--- config.mk ---
export PLATFORM = sky130hd
export DESIGN_NAME = imem_loader_flat
export DESIGN_NICKNAME = d
export VERILOG_FILES = /design/src/rtl/imem_loader_pkg.sv /design/src/rtl/imem_loader_if.sv /design/src/rtl/imem_loader_uart_rx.sv /design/src/rtl/imem_loader.sv /design/src/flat_wrapper.sv
export SDC_FILE = /design/constraint.sdc
export NUM_CORES = 1
export LEC_CHECK = 0
export CAP_MARGIN = 20
export CORE_UTILIZATION = 59
export CTS_CLUSTER_SIZE = 16
export DETAILED_ROUTE_END_ITERATION = 12
export HOLD_SLACK_MARGIN = 0.15
export PLACE_DENSITY_LB_ADDON = 0.12
export SLEW_MARGIN = 10
export SYNTH_ARGS = -nofsm -noshare
export SYNTH_HDL_FRONTEND = slang
export SYNTH_SLANG_ARGS = --single-unit
--- constraint.sdc ---
create_clock -name clk -period 3.3 [get_ports clk]
set_clock_uncertainty 0.05 [all_clocks]
set_input_delay 0.825 -clock clk [delete_from_list [all_inputs] [get_ports clk]]
set_output_delay 0.825 -clock clk [all_outputs]
set_load 0.02 [all_outputs]
--- src/rtl/imem_loader_pkg.sv ---
// Shared types and constants for the UART program loader.
// Imported by the receiver, the interface users and the loader top.
package imem_loader_pkg;

  localparam logic [7:0] SYNC_BYTE = 8'h55;

  typedef enum logic [2:0] {
    IDLE,
    LEN_LO,
    LEN_HI,
    DATA,
    CSUM,
    DONE,
    ERR
  } state_t;

  typedef enum logic [1:0] {
    RX_IDLE,
    RX_START,
    RX_DATA,
    RX_STOP
  } rx_state_t;

endpackage

--- src/rtl/imem_loader_if.sv ---
// Signal bundle between the board UART pin, the loader and the imem write port.
// The loader is the slave side; the top level (or a bench) is the master side.
interface imem_loader_if #(
  parameter int ADDR_W = 6
);

  logic              rx;
  logic              imem_we;
  logic [ADDR_W-1:0] imem_addr;
  logic [31:0]       imem_wdata;
  logic              cpu_reset;
  logic              busy;
  logic              done;
  logic              error;

  modport master (
    output rx,
    input  imem_we, imem_addr, imem_wdata, cpu_reset, busy, done, error
  );

  modport slave (
    input  rx,
    output imem_we, imem_addr, imem_wdata, cpu_reset, busy, done, error
  );

endinterface

--- src/rtl/imem_loader_uart_rx.sv ---
// 8N1 UART receiver: 2-flop synchronizer, falling-edge start detection,
// mid-bit sampling, one-cycle rx_valid or rx_ferr pulse at the stop-bit centre.
module uart_rx
  import imem_loader_pkg::*;
#(
  parameter int CLK_FREQ = 50_000_000,
  parameter int BAUD     = 115_200
) (
  input  logic       clk,
  input  logic       reset,
  input  logic       rx,
  output logic       rx_valid,
  output logic [7:0] rx_data,
  output logic       rx_ferr
);

  localparam int DIV   = CLK_FREQ / BAUD;
  localparam int CNT_W = $clog2(DIV);
  localparam logic [CNT_W-1:0] BIT_END  = CNT_W'(DIV - 1);
  localparam logic [CNT_W-1:0] HALF_END = CNT_W'(DIV / 2 - 1);

  rx_state_t        r_state;
  rx_state_t        w_next;
  logic [1:0]       r_sync;
  logic             r_rxPrev;
  logic [CNT_W-1:0] r_cnt;
  logic [2:0]       r_bitIdx;
  logic [7:0]       r_shift;
  logic [7:0]       r_data;
  logic             r_valid;
  logic             r_ferr;
  logic             w_rxs;
  logic             w_fall;
  logic             w_tick;
  logic             w_halfTick;

  assign w_rxs      = r_sync[1];
  assign w_fall     = r_rxPrev & ~w_rxs;
  assign w_tick     = (r_cnt == BIT_END);
  assign w_halfTick = (r_cnt == HALF_END);

  always_ff @(posedge clk or negedge reset) begin
    if (!reset) r_state <= RX_IDLE;
    else        r_state <= w_next;
  end

  // A start edge that is high again at half a bit is treated as a glitch.
  always_comb begin
    w_next = r_state;
    unique case (r_state)
      RX_IDLE:  if (w_fall) w_next = RX_START;
      RX_START: if (w_halfTick) w_next = w_rxs ? RX_IDLE : RX_DATA;
      RX_DATA:  if (w_tick && (r_bitIdx == 3'd7)) w_next = RX_STOP;
      RX_STOP:  if (w_tick) w_next = RX_IDLE;
      default:  w_next = RX_IDLE;
    endcase
  end

  always_ff @(posedge clk or negedge reset) begin
    if (!reset) begin
      r_sync   <= 2'b11;
      r_rxPrev <= 1'b1;
      r_cnt    <= '0;
      r_bitIdx <= '0;
      r_shift  <= '0;
      r_data   <= '0;
      r_valid  <= 1'b0;
      r_ferr   <= 1'b0;
    end else begin
      r_sync   <= {r_sync[0], rx};
      r_rxPrev <= w_rxs;
      r_valid  <= 1'b0;
      r_ferr   <= 1'b0;
      case (r_state)
        RX_IDLE: begin
          r_cnt    <= '0;
          r_bitIdx <= '0;
        end
        RX_START: r_cnt <= w_halfTick ? '0 : r_cnt + 1'b1;
        RX_DATA: begin
          if (w_tick) begin
            r_cnt    <= '0;
            r_shift  <= {w_rxs, r_shift[7:1]};
            r_bitIdx <= r_bitIdx + 1'b1;
          end else begin
            r_cnt <= r_cnt + 1'b1;
          end
        end
        RX_STOP: begin
          if (w_tick) begin
            r_cnt <= '0;
            if (w_rxs) begin
              r_valid <= 1'b1;
              r_data  <= r_shift;
            end else begin
              r_ferr <= 1'b1;
            end
          end else begin
            r_cnt <= r_cnt + 1'b1;
          end
        end
        default: r_cnt <= '0;
      endcase
    end
  end

  assign rx_valid = r_valid;
  assign rx_data  = r_data;
  assign rx_ferr  = r_ferr;

endmodule

--- src/rtl/imem_loader.sv ---
// Program loader: parses sync/length/data/checksum frames from the UART and
// writes words into imem, holding the core in reset until a frame checks out.
module imem_loader
  import imem_loader_pkg::*;
#(
  parameter int CLK_FREQ  = 50_000_000,
  parameter int BAUD      = 115_200,
  parameter int ADDR_W    = 6,
  parameter int MAX_WORDS = 64
) (
  input  logic         clk,
  input  logic         reset,
  imem_loader_if.slave bus
);

  state_t            r_state;
  state_t            w_next;
  logic              w_rxValid;
  logic [7:0]        w_rxData;
  logic              w_rxFerr;
  logic [7:0]        r_lenLo;
  logic [15:0]       r_len;
  logic [15:0]       r_wordsDone;
  logic [1:0]        r_byteIdx;
  logic [23:0]       r_word;
  logic [7:0]        r_sum;
  logic              r_we;
  logic [ADDR_W-1:0] r_addr;
  logic [ADDR_W-1:0] r_nextAddr;
  logic [31:0]       r_wdata;
  logic [15:0]       w_len;
  logic              w_active;
  logic              w_lastWord;

  uart_rx #(
    .CLK_FREQ (CLK_FREQ),
    .BAUD     (BAUD)
  ) u_rx (
    .clk      (clk),
    .reset    (reset),
    .rx       (bus.rx),
    .rx_valid (w_rxValid),
    .rx_data  (w_rxData),
    .rx_ferr  (w_rxFerr)
  );

  assign w_len      = {w_rxData, r_lenLo};
  assign w_active   = (r_state == LEN_LO) || (r_state == LEN_HI) ||
                      (r_state == DATA)   || (r_state == CSUM);
  assign w_lastWord = (r_byteIdx == 2'd3) && ((r_wordsDone + 16'd1) == r_len);

  always_ff @(posedge clk or negedge reset) begin
    if (!reset) r_state <= IDLE;
    else        r_state <= w_next;
  end

  // Framing errors only matter inside a frame; idle/finished states wait for sync.
  always_comb begin
    w_next = r_state;
    if (w_rxFerr && w_active) begin
      w_next = ERR;
    end else if (w_rxValid) begin
      unique case (r_state)
        IDLE, DONE, ERR: if (w_rxData == SYNC_BYTE) w_next = LEN_LO;
        LEN_LO:          w_next = LEN_HI;
        LEN_HI: begin
          if (w_len > 16'(MAX_WORDS)) w_next = ERR;
          else if (w_len == 16'd0)    w_next = CSUM;
          else                        w_next = DATA;
        end
        DATA:    if (w_lastWord) w_next = CSUM;
        CSUM:    w_next = (w_rxData == r_sum) ? DONE : ERR;
        default: w_next = IDLE;
      endcase
    end
  end

  // imem_addr shows the address of the last write; r_nextAddr is where the next goes.
  always_ff @(posedge clk or negedge reset) begin
    if (!reset) begin
      r_lenLo     <= '0;
      r_len       <= '0;
      r_wordsDone <= '0;
      r_byteIdx   <= '0;
      r_word      <= '0;
      r_sum       <= '0;
      r_we        <= 1'b0;
      r_addr      <= '0;
      r_nextAddr  <= '0;
      r_wdata     <= '0;
    end else begin
      r_we <= 1'b0;
      if (w_rxValid) begin
        case (r_state)
          IDLE, DONE, ERR: begin
            if (w_rxData == SYNC_BYTE) begin
              r_sum      <= '0;
              r_addr     <= '0;
              r_nextAddr <= '0;
            end
          end
          LEN_LO: r_lenLo <= w_rxData;
          LEN_HI: begin
            r_len       <= w_len;
            r_wordsDone <= '0;
            r_byteIdx   <= '0;
          end
          DATA: begin
            r_sum     <= r_sum + w_rxData;
            r_byteIdx <= r_byteIdx + 1'b1;
            case (r_byteIdx)
              2'd0: r_word[7:0]   <= w_rxData;
              2'd1: r_word[15:8]  <= w_rxData;
              2'd2: r_word[23:16] <= w_rxData;
              default: begin
                r_we        <= 1'b1;
                r_addr      <= r_nextAddr;
                r_nextAddr  <= r_nextAddr + 1'b1;
                r_wdata     <= {w_rxData, r_word};
                r_wordsDone <= r_wordsDone + 16'd1;
              end
            endcase
          end
          default: r_lenLo <= r_lenLo;
        endcase
      end
    end
  end

  assign bus.imem_we    = r_we;
  assign bus.imem_addr  = r_addr;
  assign bus.imem_wdata = r_wdata;
  assign bus.cpu_reset  = (r_state != DONE);
  assign bus.busy       = w_active;
  assign bus.done       = (r_state == DONE);
  assign bus.error      = (r_state == ERR);

endmodule

--- src/flat_wrapper.sv ---
// flat-port wrapper written by rule: the top's interface ports become plain ports
module imem_loader_flat import imem_loader_pkg::*;
#(
  parameter int CLK_FREQ  = 50_000_000,
  parameter int BAUD      = 115_200,
  parameter int ADDR_W    = 6,
  parameter int MAX_WORDS = 64
)
  (clk, reset, bus_rx, bus_imem_we, bus_imem_addr, bus_imem_wdata, bus_cpu_reset, bus_busy, bus_done, bus_error);
  imem_loader_if #(.ADDR_W(ADDR_W)) bus_i ();
  input  logic clk;
  input  logic reset;
  input wire logic [$bits(bus_i.rx)-1:0] bus_rx;
  output wire logic [$bits(bus_i.imem_we)-1:0] bus_imem_we;
  output wire logic [$bits(bus_i.imem_addr)-1:0] bus_imem_addr;
  output wire logic [$bits(bus_i.imem_wdata)-1:0] bus_imem_wdata;
  output wire logic [$bits(bus_i.cpu_reset)-1:0] bus_cpu_reset;
  output wire logic [$bits(bus_i.busy)-1:0] bus_busy;
  output wire logic [$bits(bus_i.done)-1:0] bus_done;
  output wire logic [$bits(bus_i.error)-1:0] bus_error;
  assign bus_i.rx = bus_rx;
  assign bus_imem_we = bus_i.imem_we;
  assign bus_imem_addr = bus_i.imem_addr;
  assign bus_imem_wdata = bus_i.imem_wdata;
  assign bus_cpu_reset = bus_i.cpu_reset;
  assign bus_busy = bus_i.busy;
  assign bus_done = bus_i.done;
  assign bus_error = bus_i.error;
  imem_loader #(.CLK_FREQ(CLK_FREQ), .BAUD(BAUD), .ADDR_W(ADDR_W), .MAX_WORDS(MAX_WORDS)) u_core (.clk(clk), .reset(reset), .bus(bus_i));
endmodule
# ---- Word-level counts from Yosys, hierarchy flattened
# Index checks and enable logic that the tools add are counted.
dict set report op_classes {
  addsub 6
  n_mul 0
  div 0
  magnitude_cmp 1
  n_eq_ne 28
  n_shift 0
  mux 38
  bitwise 3
  n_reduce_logical 32
}
# operator count
set ops {}
lappend ops {{16-bit one-hot mux with 2 select lines} 1}
lappend ops {{9-bit one-hot mux with 3 select lines} 1}
lappend ops {{6-bit one-hot mux with 2 select lines} 2}
lappend ops {{3-bit AND reduction} 8}
lappend ops {{3-bit two-way mux} 7}
lappend ops {{6-bit two-way mux} 3}
lappend ops {{9-bit two-way mux} 2}
lappend ops {{16-bit by 1-bit adder with 16-bit output, second input constant} 1}
lappend ops {{16-bit == test} 1}
lappend ops {{16-bit by 7-bit greater-than comparator with 1-bit output, second input constant} 1}
lappend ops {{16-bit zero test} 1}
lappend ops {{16-bit two-way mux} 1}
lappend ops {{8-bit one-hot mux with 2 select lines} 1}
lappend ops {{3-bit one-hot mux with 5 select lines} 1}
lappend ops {{3-bit == test, second input constant} 4}
lappend ops {{2-bit two-way mux} 6}
lappend ops {{2-bit != test, second input constant} 6}
lappend ops {{2-bit AND reduction} 5}
lappend ops {{9-bit by 1-bit adder with 9-bit output, second input constant} 1}
lappend ops {{9-bit by 8-bit == test with 1-bit output, second input constant} 1}
lappend ops {{9-bit == test, second input constant} 1}
lappend ops {{1-bit two-way mux} 9}
lappend ops {{8-bit adder} 1}
lappend ops {{2-bit == test, second input constant} 4}
lappend ops {{other kinds (26)} 39}
dict set report word_totals {
  register_bits 157
  latch_bits 0
  ramBits 0
  mem_bits_ro 0
  inputBits 3
  out_inout_bits 43
  word_cells 130
  n_memories 0
}

# ---- Longest topological paths before layout
# Gate-level depths: netlist of run 1.
dict set report depth {
  ltp_word 7
  ltp_mapped 9
}

# ---- Modules after synthesis
# Synthesis of run 1 repeated with hierarchy kept, for this count alone.
dict set report unflattened {
  cells_unflattened 703
  hier_area_um2 7508.5
}
# module instances cells_each area_per_inst_um2
set modules_own_cells {}
lappend modules_own_cells {imem_loader 1 574 5869.4}
lappend modules_own_cells {uart_rx 1 129 1639.1}

# ---- Worst setup path before layout of run 1
# Ideal clock, no wire load.
dict set report synth_path {
  kind {reg2reg}
  start {register u_core.u_rx.r_data[1], in the netlist u_core.u_rx.rx_data[1]}
  end {register u_core.r_sum[7]}
  arrival_time_ns 2.179
  required_ns 3.126
  path_slack_ns 0.947
  path_stages_with_launch 9
  path_buffers 0
  period_less_slack_ns 2.353
  cell_sequence {dfrtp_1 ha_1 a21o_1 a21oi_1 o21bai_1 a2111oi_0 o21ai_0 and3_1 a211o_1}
}
dict set report synth_via {
  elab_chain_len 3
  elab_cells_between_ends 5
}
# element line
set synth_rtl {}
lappend synth_rtl {{start: declaration} imem_loader_uart_rx.sv:29} ;# logic [7:0] r_data;
lappend synth_rtl {{start signal: assignment} imem_loader_uart_rx.sv:94} ;# r_data <= r_shift;
lappend synth_rtl {{branches (longest 3 deep; another with 8-bit adder)} n/a}
lappend synth_rtl {{end signal: assignment} imem_loader.sv:109} ;# r_sum <= r_sum + w_rxData;
lappend synth_rtl {{end: declaration} imem_loader.sv:26} ;# logic [7:0] r_sum;
# Parallel ways; which one is timed is not known.
# A chain may end at the register's enable or synchronous reset.

# ---- Worst setup path in the final report of run 1
dict set report layout_path {
  start {register u_core.r_state[0]}
  end {output bus_busy}
}
dict set report layout_via {
  elab_chain_len 4
  elab_cells_between_ends 7
}
# element line
set layout_rtl {}
lappend layout_rtl {{start: declaration} imem_loader.sv:16} ;# state_t r_state;
lappend layout_rtl {{start signal: assignment} imem_loader.sv:54} ;# else r_state <= w_next;
lappend layout_rtl {{3-bit by 1-bit == test with 1-bit output or 3-bit by 2-bit == test with 1-bit output (tied branches)} imem_loader.sv:48} ;# assign w_active = (r_state == LEN_LO) || (r_state == LEN_HI) ||
lappend layout_rtl {{1-bit logical OR (2 in series)} imem_loader.sv:48}
lappend layout_rtl {{1-bit logical OR *} imem_loader.sv:49} ;# (r_state == DATA) || (r_state == CSUM);
lappend layout_rtl {{end: declaration} flat_wrapper.sv:18} ;# output wire logic [$bits(bus_i.busy)-1:0] bus_busy;
# Every way passes the cells marked *; elsewhere a longest branch is shown, timed or not.

==> results of run 1 <==
-- cells by family (layout without fill, tap and decap cells) --
group                    count (synthesis)  count (layout)  share of synthesized area (%)
flip-flops                             157             157                           54.5
adder cells (fa/ha/maj)                 20              20                           3.57
AND/OR/NAND/NOR                        243             243                           15.4
buffers and inverters                   43             106                           2.34
XOR/XNOR                                39              39                           4.73
AO/OA/AOI/OAI                          112             112                           9.80
multiplexers                            62              62                           9.66
-- final cells by class --
type,count,area [um2],area share (%)
sequential,157,3930,46.4
clock buffer,18,439,5.18
clock inverter,14,189,2.23
timing repair buffer,57,554,6.54
inverter,17,63.8,0.753
multi-input combinational,476,3110,36.7
tap,147,184,2.17
-- worst max-delay path, delay by kind of cell, from the launching register on --
kind                   cells  cell delay (ns)
AND/OR/NAND/NOR            1             0.34
buffers and inverters      1             0.63
XOR/XNOR                   1             0.17
flip-flops                 1             0.56
-- routing by layer --
layer | up-vias | wire, um
met1 | 2595 | 7340
met3 | 27 | 658
met5 | - | 0
met4 | 0 | 248
met2 | 126 | 7490
li1 | 2454 | -
-- cell usage in the layout, fill, tap and decap left out, types with 17 or more instances in the layout --
cell	n
clkbuf_16	17
xnor2_1	22
nor2_1	29
o21ai_0	47
nand2_1	141
nand3_1	19
dfrtp_1	154
ha_1	19
mux2_2	61
clkdlybuf4s50_1	44
xor2_1	17
-- Yosys cell counts, drive strengths merged (3+ instances only) --
cell / instances / share of area [%]
o211ai: 3 / 0.31
dfrtp: 154 / 53
and3: 12 / 1.0
clkbuf: 20 / 1.0
buf: 6 / 0.42
nand3: 19 / 1.3
nand3b: 3 / 0.31
or3: 4 / 0.35
xor2: 17 / 2.1
mux2: 61 / 9.5
nand2: 141 / 7.3
dfstp: 3 / 1.1
nor4: 6 / 0.52
a21o: 4 / 0.42
o22ai: 5 / 0.43
a31oi: 3 / 0.26
ha: 19 / 3.3
inv: 16 / 0.83
nand4: 6 / 0.52
xnor2: 22 / 2.7
o21ai: 48 / 3.3
a21oi: 16 / 1.1
nor3: 5 / 0.35
nor2: 29 / 1.5
o31ai: 3 / 0.31
a22o: 11 / 1.3
-- where the power goes --
| group | total, W | internal (W) | switching, W |
|---|---|---|---|
| registers | 0.00197 | 0.00195 | 0.0000258 |
| clock network | 0.00207 | 0.00118 | 0.000890 |
| logic | 0.000139 | 0.0000410 | 0.0000981 |
| total | 0.00419 | 0.00317 | 0.00101 |
-- through the flow --
stage	power (W)	hold WS [ns]	util (%)	instance area, um2
after floorplan	0.00209	0.295	-	7220
after global routing	0.00434	0.281	70.9	8480
after detailed placement	0.00215	0.299	65.6	7850
after CTS	0.00422	0.275	70.9	8480
after global placement	0.00214	0.297	65.6	7850
final	0.00419	0.262	70.9	8480
-- state kept, by name (all words and copies together) (netlist names), named ones only --
name	flops
u_core.u_rx.r_cnt	9
u_core.bus.imem_we	1
u_core.bus.imem_wdata	32
u_core.r_lenLo	8
u_core.u_rx.rx_data	8
u_core.r_len	16
u_core.u_rx.r_rxPrev	1
u_core.u_rx.r_sync	2
u_core.u_rx.rx_valid	1
u_core.r_word	24
u_core.u_rx.r_shift	8
u_core.u_rx.r_bitIdx	3
u_core.u_rx.rx_ferr	1
u_core.r_byteIdx	2
u_core.r_state	3
u_core.u_rx.r_state	1
u_core.r_wordsDone	16
u_core.r_sum	8
u_core.r_nextAddr	6
u_core.bus.imem_addr	6
-- how the worst max path moves through the flow --
stage / endpoint / depth (start not counted) / slack (ns) / start
final: bus_busy / 3 / 0.30 / u_core.r_state[0]
after global routing: bus_busy / 3 / 0.18 / u_core.r_state[0]
after CTS: bus_busy / 3 / 0.28 / u_core.r_state[0]
after detailed placement: u_core.r_sum[7] / 8 / 0.63 / u_core.u_rx.rx_data[1]
after global placement: u_core.r_sum[7] / 8 / 0.77 / u_core.u_rx.rx_data[1]
after floorplan: u_core.r_sum[7] / 8 / 0.95 / u_core.u_rx.rx_data[1]
==> impl_metrics.yaml, run 1 <==
global_route:
  grt_max_degree: 85
  gr-usage-met2_pct: 41.5
  grt_overflow_total: 0
  grt_pass1_vias: 5169
  track_usage_pct: 27.3
  grt-busiest-layer: "met2"
  antenna_found_initial: 0
  grt_use_met1_pct: 39.0
  grtUsageMet3_pct: 6.48
  grt_first_pass_wirelength_um: 26700
synthesis:
  ys_types: 59
  synth_edf_count: 0
  synthCells: 676
  post_synth_instance_area_um2: 7220
  ys_seq_elements: 157
  synth_flop_cell: "dfrtp_1"
  synth_area_per_cell_um2: 10.7
  syn-num-nets: 699
  synth_seq_area_share_pct: 54.5
  async_flop_share_pct: 100
  yosysWarnings: 0
cts:
  h-tree-depth: 4
  clkSlewWorstSetupHoldPaths_ns: 0.06
  cts.sinks: 157
  cts_hold_buf: 0
  cts_tree: "done"
  cts_resized: 0
  cts-buffers-inserted: 17
  root_buffer: "clkbuf_16"
  clk-insertion-delay-late_ns: 0.43
  cts_setup_buffers: 0
  clockBufferDepth: 2
timing:
  drv_slew: 0
  fmax_ghz: 0.334
  fin_tns_setup_ns: 0
  min_period_ns: 3.00
  setup_viol: 0
  finalHoldViolCount: 0
  fin_crit_sh_pct: 90.8
  timing.final.ws_setup_ns: 0.303
  tightest_slew_ns: 0.798
  max_slew_margin_pct: 46.6
  rsz0062_at_grt: "no"
drt:
  vias_per_cell: 5.87
  route.final.wire_length_um: 15700
  firstDrtPassIters: 4
  dr_total_vias: 5202
  ant_nets: 0
  drc: 0
  dr.first_iter.drc_count: 556
  wl_per_cell_um: 17.8
setup_path:
  critPathMaxStageDelay_ns: 0.63
  timing.rr.start: "u_core.u_rx.rx_data[1]"
  slowest_stage: "clkdlybuf4s50_1"
  crit_arrival_ns: 2.12
  worstPathMaxFanout: 16
  ff2ff_path_depth: 8
  path_cells: "nor2_1 -> xnor2_1 -> clkdlybuf4s50_1"
  path_class: "reg -> out"
  end_kind: "output port"
  r2r_end: "u_core.r_sum[7]"
  crit_required_ns: 2.42
  rrSetupSlack_ns: 0.60
  start_kind: "flop"
place:
  placed_cells: 854
  post-dp-hpwl_um: 10600
  gp_congestion: 0.923
  port_buffers: 45
  pre_cts_slack_ns: 0.628
final_layout:
  stdcell_count: 886
  layout-drive-gt1-share_pct: 15.4
  syn_to_final_growth_pct: 17.5
  nNetsFinal: 749
  fill_cells: 857
  antenna-diode-count: 0
die:
  die_h_um: 113
  fp.dieW_um: 113
  die-area_um2: 12700
  num_rows: 40
  core_um2: 12000
  start_util_pct: 60.3
  top_level_ports: 46
pwr:
  ir_drop_mv: 0.437
  power_density_nw_per_um2: 494
  p_leak_nw: 4.19
outcome:
  status: "finished, final reports clean"
worst_hold_path:
  hp-class: "in -> async"
flow_run:
  drv_cap: 0
No activity file was read; power rests on OpenSTA's default activity.
==> run 2, diff against run 1 <==
--- a/config.mk
+++ b/config.mk
@@ -10,7 +10,7 @@
 export CTS_CLUSTER_SIZE = 16
 export DETAILED_ROUTE_END_ITERATION = 12
 export HOLD_SLACK_MARGIN = 0.15
-export PLACE_DENSITY_LB_ADDON = 0.12
+export PLACE_DENSITY = 0.8
 export SLEW_MARGIN = 10
 export SYNTH_ARGS = -nofsm -noshare
 export SYNTH_HDL_FRONTEND = slang
==> run 2 against run 1 <==
  * Sequential share of layout area up 0.53 points
  * Non-clock buffer count is 3 lower
  * Utilization fell by 0.81 points
  * Die area did not move
  * First-iteration DRC count decreased by 33%
  * Critical path depth unchanged
  * Setup slack improved by 0.030 ns
  * Critical endpoint unchanged
==> impl_metrics.yaml, run 2 (synthesis gave the netlist of run 1 again) <==
pwr:
  p_int_w: 0.00300
  clkPwrFrac_pct: 45.8
  p_sw_share_pct: 23.2
  sequentialPowerShare_pct: 50.6
  p_switching_w: 0.000905
  p_leak_nw: 4.13
  ir_drop_mv: 0.513
  power_density_nw_per_um2: 466
  p_comb_share_pct: 3.6
drt:
  vias_per_cell: 5.98
  route.final.wire_length_um: 15700
  drc: 0
  wl_per_cell_um: 17.8
  firstDrtPassIters: 5
  wl_met2_um: 7810
  ant_nets: 0
  dr.first_iter.drc_count: 370
  met3_length_um: 774
  drt-met1-wl_um: 6830
  dr_total_vias: 5273
  top_layer: "met4"
global_route:
  grt_max_degree: 71
  grt_first_pass_wirelength_um: 26700
  antenna_found_initial: 0
  grt_pass1_vias: 5417
  grt_overflow_total: 0
  track_usage_pct: 27.1
place:
  post-dp-hpwl_um: 10500
  pre_cts_slack_ns: 0.672
  gp_congestion: 0.895
  port_buffers: 45
  placed_cells: 851
cts:
  clkSlewWorstSetupHoldPaths_ns: 0.06
  cts_setup_buffers: 0
  cts_resized: 0
  h-tree-depth: 4
  root_buffer: "clkbuf_16"
  cts.sinks: 157
  cts-buffers-inserted: 17
  clockBufferDepth: 2
  cts_hold_buf: 0
  cts_tree: "done"
  clk-insertion-delay-late_ns: 0.42
die:
  num_rows: 40
  core_um2: 12000
  start_util_pct: 60.3
  fp.dieW_um: 113
  top_level_ports: 46
  die_h_um: 113
  die-area_um2: 12700
final_layout:
  stdcell_count: 882
  nNetsFinal: 746
  antenna-diode-count: 0
  syn_to_final_growth_pct: 16.1
  mostFrequentLayoutCell: "dfrtp_1"
  layout-drive-gt1-share_pct: 14.8
  largest_reg_flops: 32
  final_cell_mix: "dfrtp_1, nand2_1, mux2_2"
  fill_cells: 850
  finalCoreUtilization_pct: 70.1
setup_path:
  ff2ff_path_depth: 8
  crit_required_ns: 2.42
  path_class: "reg -> out"
  start_kind: "flop"
  worstPathMaxFanout: 16
  crit_arrival_ns: 2.09
  end_kind: "output port"
timing:
  tightest_slew_ns: 0.790
  fin_tns_setup_ns: 0
  rsz0062_at_grt: "no"
  max_slew_margin_pct: 47.1
  finalHoldViolCount: 0
  timing.final.ws_setup_ns: 0.333
  hold_ws_ns: 0.293
  min_period_ns: 2.97
  fin_crit_sh_pct: 89.9
  drv_slew: 0
  fmax_ghz: 0.337
  setup_viol: 0
flow_run:
  drv_cap: 0
worst_hold_path:
  hp-class: "in -> async"
outcome:
  status: "finished, final reports clean"
[run 2: changes by cell type in the layout (fill, tap and decap cells not counted), moves of 2 or more]
cell / delta
clkinv_2: +3
clkinv_4: +2
inv_8: -6
bufinv_16: -2
buf_4: -4
[run 2: worst paths after layout]
path                                         from                   endpoint  slack [ns]
min in group clk            u_core.u_rx.r_sync[0]      u_core.u_rx.r_sync[1]        0.31
hold reg to reg             u_core.u_rx.r_sync[0]      u_core.u_rx.r_sync[1]        0.31
setup reg to reg           u_core.u_rx.rx_data[1]            u_core.r_sum[7]        0.65
max in group asynchronous                   reset          u_core.r_state[1]        2.06
setup / recovery                u_core.r_state[0]                   bus_busy        0.33
hold / removal                              reset  u_core.bus.imem_wdata[31]        0.29
[run 2: layer usage]
metal | GRT usage [%] | vias to the layer above
li1 | - | 2452
met1 | 36.9 | 2631
met2 | 42.7 | 158
met3 | 6.32 | 32
met4 | 10.3 | 0
met5 | 0 | -
[run 2: power by group through the flow]
stage | sequential (W) | combinational (W) | clock [W]
after floorplan | 0.00200 | 0.0000896 | 0
after global placement | 0.00201 | 0.000134 | 0
after detailed placement | 0.00201 | 0.000143 | 0
after CTS | 0.00197 | 0.000144 | 0.00181
after global routing | 0.00198 | 0.000159 | 0.00190
final | 0.00198 | 0.000140 | 0.00179
[run 2: metrics by stage]
stage               total power [W]  area, um2
global route                0.00404       8380
finish                      0.00390       8380
detailed placement          0.00215       7840
global placement            0.00214       7840
floorplan                   0.00209       7220
CTS                         0.00393       8380
[run 2: final cells by class]
| type | count | area [um2] | area share [%] |
|---|---|---|---|
| clock inverters | 11 | 85.1 | 1.02 |
| flip-flops and latches | 157 | 3930 | 46.9 |
| multi-input cells | 476 | 3110 | 37.2 |
| well taps | 147 | 184 | 2.19 |
| inverters | 17 | 63.8 | 0.761 |
| repair buffers | 54 | 544 | 6.49 |
| clock buffers | 20 | 457 | 5.45 |
[run 2: worst max-delay path: stages, from the launching register on]
cell and delay (ns):
dfrtp_1 0.56, nor2_1 0.32, xnor2_1 0.16, clkdlybuf4s50_1 0.62
